===== config.mk =====
export PLATFORM = sky130hd
export DESIGN_NAME = color_scan_classifier
export DESIGN_NICKNAME = d
export VERILOG_FILES = /design/src/rtl/color_scan_classifier.sv
export SDC_FILE = /design/constraint.sdc
export NUM_CORES = 1
export LEC_CHECK = 0
export BUFFER_PORTS_ARGS = -buffer_cell sky130_fd_sc_hd__buf_2
export CAP_MARGIN = 20
export CORE_MARGIN = 1
export CORE_UTILIZATION = 57
export CTS_CLUSTER_DIAMETER = 30
export DETAILED_ROUTE_END_ITERATION = 6
export PLACE_DENSITY = 0.79
export SETUP_SLACK_MARGIN = 0.2
export SLEW_MARGIN = 10
export SYNTH_ARGS = -nofsm -noshare
export SYNTH_HDL_FRONTEND = slang
export SYNTH_SLANG_ARGS = --single-unit

===== constraint.sdc =====
create_clock -name clk_1MHz -period 8.2 [get_ports clk_1MHz]
set_input_delay 1.23 -clock clk_1MHz [delete_from_list [all_inputs] [get_ports clk_1MHz]]
set_output_delay 1.23 -clock clk_1MHz [all_outputs]
set_load 0.01 [all_outputs]

===== src/rtl/color_scan_classifier.sv =====
// TCS3200-style colour scanner: gates cs_out edges per filter, classifies each scan, debounces the result.
// Optional build macro COLOR_WHITE_HOLD_EN keeps the last colour on color while white is confirmed.
module color_scan_classifier #(
    parameter int WINDOW_CYCLES = 4000,
    parameter int SETTLE_CYCLES = 8,
    parameter int CNT_W         = 16,
    parameter int WHITE_TH      = 1599,
    parameter int CONFIRM_N     = 2
) (
    input  logic             clk_1MHz,
    input  logic             rst_n,
    input  logic             en,
    input  logic             cs_out,
    output logic [1:0]       filter,
    output logic [2:0]       color,
    output logic             white,
    output logic             sample_valid,
    output logic [CNT_W-1:0] freq_r,
    output logic [CNT_W-1:0] freq_g,
    output logic [CNT_W-1:0] freq_b
);

    localparam int WIN_W = (WINDOW_CYCLES > 1) ? $clog2(WINDOW_CYCLES) : 1;
    localparam int SUM_W = CNT_W + 2;
    localparam logic [WIN_W-1:0] WIN_LAST = WIN_W'(WINDOW_CYCLES - 1);
    localparam logic [WIN_W-1:0] SETTLE   = WIN_W'(SETTLE_CYCLES);
    localparam logic [CNT_W-1:0] CNT_MAX  = '1;
    localparam logic [3:0]       CONF     = 4'(CONFIRM_N);

    typedef enum logic [2:0] {S_IDLE, S_GREEN, S_RED, S_BLUE, S_DECIDE} state_t;

    state_t           state, state_next;
    logic [WIN_W-1:0] win_cnt;
    logic             win_last, in_window, decide_now;
    logic             sync1, sync2, sync3, edge_det, gate;
    logic [CNT_W-1:0] cnt_g, cnt_r, cnt_b, g_nxt, r_nxt, b_nxt;
    logic [SUM_W-1:0] gx, rx, bx, d_gr, d_rb, d_gb, diff_sum;
    logic [3:0]       cls, cand, match, match_nxt;

    // Synchroniser plus one extra flop for rising-edge detection.
    always_ff @(posedge clk_1MHz or negedge rst_n) begin
        if (!rst_n) begin
            sync1 <= 1'b0;
            sync2 <= 1'b0;
            sync3 <= 1'b0;
        end else begin
            sync1 <= cs_out;
            sync2 <= sync1;
            sync3 <= sync2;
        end
    end

    assign edge_det   = sync2 & ~sync3;
    assign in_window  = (state == S_GREEN) || (state == S_RED) || (state == S_BLUE);
    assign win_last   = in_window && (win_cnt == WIN_LAST);
    assign decide_now = (state == S_BLUE) && win_last;

    always_ff @(posedge clk_1MHz or negedge rst_n) begin
        if (!rst_n) begin
            state   <= S_IDLE;
            win_cnt <= '0;
        end else begin
            state   <= state_next;
            win_cnt <= (in_window && !win_last) ? win_cnt + WIN_W'(1) : '0;
        end
    end

    always_comb begin
        state_next = state;
        unique case (state)
            S_IDLE:   if (en) state_next = S_GREEN;
            S_GREEN:  if (win_last) state_next = S_RED;
            S_RED:    if (win_last) state_next = S_BLUE;
            S_BLUE:   if (win_last) state_next = S_DECIDE;
            S_DECIDE: state_next = en ? S_GREEN : S_IDLE;
            default:  state_next = S_IDLE;
        endcase
    end

    always_comb begin
        filter       = 2'b11;
        sample_valid = 1'b0;
        unique case (state)
            S_RED:    filter = 2'b00;
            S_BLUE:   filter = 2'b01;
            S_DECIDE: sample_valid = 1'b1;
            default:  filter = 2'b11;
        endcase
    end

    // Saturating edge counts including this cycle's edge, so DECIDE sees the last window cycle.
    always_comb begin
        gate  = edge_det && (win_cnt >= SETTLE);
        g_nxt = cnt_g;
        r_nxt = cnt_r;
        b_nxt = cnt_b;
        if (gate && state == S_GREEN && cnt_g != CNT_MAX) g_nxt = cnt_g + CNT_W'(1);
        if (gate && state == S_RED   && cnt_r != CNT_MAX) r_nxt = cnt_r + CNT_W'(1);
        if (gate && state == S_BLUE  && cnt_b != CNT_MAX) b_nxt = cnt_b + CNT_W'(1);
    end

    always_ff @(posedge clk_1MHz or negedge rst_n) begin
        if (!rst_n) begin
            cnt_g <= '0;
            cnt_r <= '0;
            cnt_b <= '0;
        end else begin
            cnt_g <= (state_next == S_GREEN && state != S_GREEN) ? '0 : g_nxt;
            cnt_r <= (state_next == S_RED   && state != S_RED)   ? '0 : r_nxt;
            cnt_b <= (state_next == S_BLUE  && state != S_BLUE)  ? '0 : b_nxt;
        end
    end

    // cls is one-hot {white, red, green, blue}; the low three bits double as the colour code.
    always_comb begin
        gx       = SUM_W'(g_nxt);
        rx       = SUM_W'(r_nxt);
        bx       = SUM_W'(b_nxt);
        d_gr     = (gx >= rx) ? gx - rx : rx - gx;
        d_rb     = (rx >= bx) ? rx - bx : bx - rx;
        d_gb     = (gx >= bx) ? gx - bx : bx - gx;
        diff_sum = d_gr + d_rb + d_gb;
        if (diff_sum <= SUM_W'(WHITE_TH))  cls = 4'b1000;
        else if (gx >= rx && gx >= bx)     cls = 4'b0010;
        else if (rx >= bx)                 cls = 4'b0100;
        else                               cls = 4'b0001;
        if (cls == cand) match_nxt = (match == CONF) ? match : match + 4'd1;
        else             match_nxt = 4'd1;
    end

    always_ff @(posedge clk_1MHz or negedge rst_n) begin
        if (!rst_n) begin
            freq_r <= '0;
            freq_g <= '0;
            freq_b <= '0;
            cand   <= '0;
            match  <= '0;
            color  <= 3'b000;
            white  <= 1'b0;
        end else if (decide_now) begin
            freq_r <= r_nxt;
            freq_g <= g_nxt;
            freq_b <= b_nxt;
            cand   <= cls;
            match  <= match_nxt;
            if (match_nxt == CONF) begin
                if (cls[3]) begin
                    white <= 1'b1;
`ifdef COLOR_WHITE_HOLD_EN
                    color <= color;
`else
                    color <= 3'b000;
`endif
                end else begin
                    white <= 1'b0;
                    color <= cls[2:0];
                end
            end
        end
    end

endmodule


==> results.md <==
* Status: finished with violations
* Violated checks: negative setup slack
* Antenna violations before repair at 0
* Maximum VDD drop at roughly 0.00015 V
* CP top delay family: compound AO/OA/AOI/OAI gates
* FMAX at about 120 MHz
* Antenna viol nets, final at 0
* CTS tree: done
* CP dominant cell by count: inv_1
* CP arrival at ~8.7 ns
* DR DRC count at 0
* Syn Nets at ~1,500
* Final clock period utilization by the worst path at 1.022
* Flops & latches, synth at approximately 130
* Area Overhead vs Synth at 33.49%
* Fin Clk Skew at ~0.014 ns
* Commonest non-fill, non-tap cells in the layout: buf_4, nand2_1, dfrtp_1
* Worst Reg-to-Reg Cells at 35
* Endpoint type of the worst setup path: register
* Width of the die at 145.4 um
* Most used DFF post-synth: dfrtp_1
* Ys async rst share at 1.000
* Placed insts at ~1,800
* Slew Limit Fails at 0
* Power per Cell Area at 91.01 nW/um^2
* Mapped Cells at approximately 1,400
* Clock buffer count from CTS at 17
* Most common cell after layout, fill and taps aside: buf_4
* Final WS setup at -0.1831 ns
* Clock root buffer: clkbuf_16
* Yosys cell types at 77
* Req. time, crit path at 8.50 ns
* Register area share after synthesis at 0.2690
* Sink Count at 126
* CP max stage delay at 0.44 ns
* Minimum clock period at ~8.4 ns
* Clock Latency Late Sink at 0.43 ns
* Setup TNS at -0.6999 ns
* Vias per cell at between 6 and 7
* Largest net degree at the start of global routing at 88
* Gr ovfl total at 0
* Initial core utilization at 0.5812
* Final number of setup-violating endpoints at 7
* Crit-path max FO at 15
* Final Wtd Congestion at around 1.0
* Die footprint at 21,140 um^2
* Startpoint type of the worst setup path: register
* Syn_area_per_cell at about 8.4 um^2
* Die height at 145.4 um
* ANT cells at 0
* DR vias at between 10,000 and 15,000
* Vias in the first global route at approximately 11,000
* Static leakage at ~7.5 nW
* Clock transition at path regs at 0.07 ns
* Crit path buf inv count at 7
* DR WL/cell at approximately 22 um
* Slew HR at 0.3684
* Slew @ Worst Pin at roughly 0.94 ns
* Worst hold path type: reg -> reg
* Core area at between 20,000 and 25,000 um^2
* H-tree depth at 4
* Port Buffers at just under 60
* Hold path cells at 0
* Gr usage total at 0.3847
* Slowest-stage cell, CP: dfrtp_1
* I/O Pins at 59
* Fin cells at approximately 1,900
* HPWL Detailed at just over 30 mm
* Fill cells at between 1,000 and 1,500
* Max_cap viols at 0
* Total Wirelength at 42.82 mm
* Nets at 1,788
* FF-to-FF setup slack at -0.18 ns
* Drt pass-1 iters at 5
* Number of synthesis warnings at 0
* Max Buffers Root-to-Sink at 2
* CP Depth at 35
* Placement Rows at 52
* Ratio of cells with drive above 1 in the final layout at 0.3065
* DR iter-0 viols at 1,305
* Number of synthesized flops with an enable pin at 0
* Unrepaired setup endpoints after global routing: true
* First-pass GRT wire length at about 63 mm
* Critical path class: reg -> reg
* Final Hold Viols at 0
* Cell Area, Synth at approximately 12,000 um^2
==> metal layers <==
metal  wire length (um)  GRT usage
met5                  0          0
met4               2662     0.1974
met2              19460     0.6207
met1              17090     0.4994
met3               3612    0.06583
==> what timing repair did <==
item	CTS	global route
endpoints found under the setup margin	11	11
setup buffers	46	46
gates cloned	0	0
pin swaps	49	83
hold buffers	0	0
resized for setup	86	76
==> power by group <==
| part | internal (W) | total, W | switching [W] |
|---|---|---|---|
| Sequential | 0.000622 | 0.000623 | 0.000000424 |
| Combinational | 0.00000284 | 0.0000177 | 0.0000148 |
| Clock | 0.000459 | 0.000784 | 0.000325 |
| Total | 0.00108 | 0.00142 | 0.000340 |
==> cell usage after synthesis (6+ instances only) <==
master / n / area share
ha_1: 108 / 0.12
o21a_1: 7 / 0.0045
nor3_1: 24 / 0.010
and4_1: 11 / 0.0082
xor2_1: 51 / 0.038
nor2b_1: 14 / 0.0075
a21o_1: 58 / 0.037
fa_1: 22 / 0.038
nand4_1: 28 / 0.015
mux2_2: 14 / 0.013
nor2_1: 107 / 0.034
and2_1: 18 / 0.0096
mux2i_1: 26 / 0.022
a211oi_1: 11 / 0.0070
and3_1: 18 / 0.0096
nand2_1: 137 / 0.044
inv_1: 111 / 0.036
o21bai_1: 12 / 0.0077
maj3_1: 10 / 0.0085
a221o_1: 6 / 0.0051
o22ai_1: 6 / 0.0032
nand3_1: 45 / 0.019
clkbuf_1: 54 / 0.017
xnor2_1: 56 / 0.042
nor4_1: 16 / 0.0085
a21oi_1: 78 / 0.033
a31o_2: 7 / 0.0052
nand2b_1: 8 / 0.0043
o21ai_0: 93 / 0.040
a31oi_1: 15 / 0.0080
o211ai_1: 9 / 0.0058
dfrtp_1: 126 / 0.27
a41oi_1: 6 / 0.0045
==> metrics by stage <==
stage	area [um^2]	setup WS (ns)	util	power, W	hold slack, ns
5_1_grt	15650	-0.4265	0.7759	0.001456	0.3583
6_report	15650	-0.1831	0.7759	0.001424	0.3489
3_3_place_gp	13480	-0.2689	0.6685	0.0006509	0.3391
3_5_place_dp	13480	-0.4360	0.6685	0.0006513	0.3370
4_1_cts	14900	0.2095	0.7386	0.001427	0.3510
2_1_floorplan	12060	0.2064	-	0.0006375	0.3312
==> sequential cells by signal, indices dropped and copies added, names as in the netlist, 4 cells and up <==
| signal | flops |
|---|---|
| cnt_b | 16 |
| freq_g | 16 |
| cand | 4 |
| cnt_g | 16 |
| freq_b | 16 |
| cnt_r | 16 |
| freq_r | 16 |
| match | 4 |
| win_cnt | 12 |
==> cells by family (layout without fill, tap and decap cells) <==
family | after synthesis | in the layout | synth area share
simple gates | 456 | 456 | 0.1955
xor+xnor | 111 | 111 | 0.08699
mux | 40 | 40 | 0.03565
compound gates | 347 | 347 | 0.1911
buf+inv | 183 | 447 | 0.06041
flops | 126 | 126 | 0.2690
fa+ha+maj | 140 | 140 | 0.1614
==> final cells by class <==
cell class,count,area [um^2],area share
Clock inverter,15,177.7,0.01135
Timing Repair Buffer,297,2141,0.1368
Multi-Input combinational cell,1094,8966,0.5730
Tap cell,270,337.8,0.02159
Sequential cell,126,3156,0.2016
Inverter,118,445.4,0.02846
Clock buffer,17,425.4,0.02718
==> worst reg2reg max path: cells and delay by family, from the launching register on <==
kind                     cells  cell delay, ns
multiplexers                 1            0.11
AND/OR/NAND/NOR             10            2.48
buffers and inverters        7            0.98
XOR/XNOR                     2            0.56
AO/OA/AOI/OAI               12            2.68
adder cells (fa/ha/maj)      3            1.01
flip-flops                   1            0.44
==> final timing paths <==
path                                    startpoint                    end
min in group asynchronous                    rst_n  freq_r[1]$_DFFE_PN0P_
worst min register to register     sync1$_DFF_PN0_        sync2$_DFF_PN0_
max in group asynchronous                    rst_n    cnt_b[10]$_DFF_PN0_
worst max-delay path            cnt_r[8]$_DFF_PN0_   match[3]$_DFFE_PN0P_
worst min-delay path               sync1$_DFF_PN0_        sync2$_DFF_PN0_
worst max register to register  cnt_r[8]$_DFF_PN0_   match[3]$_DFFE_PN0P_
Note: power is estimated with default switching activity, not from simulation.
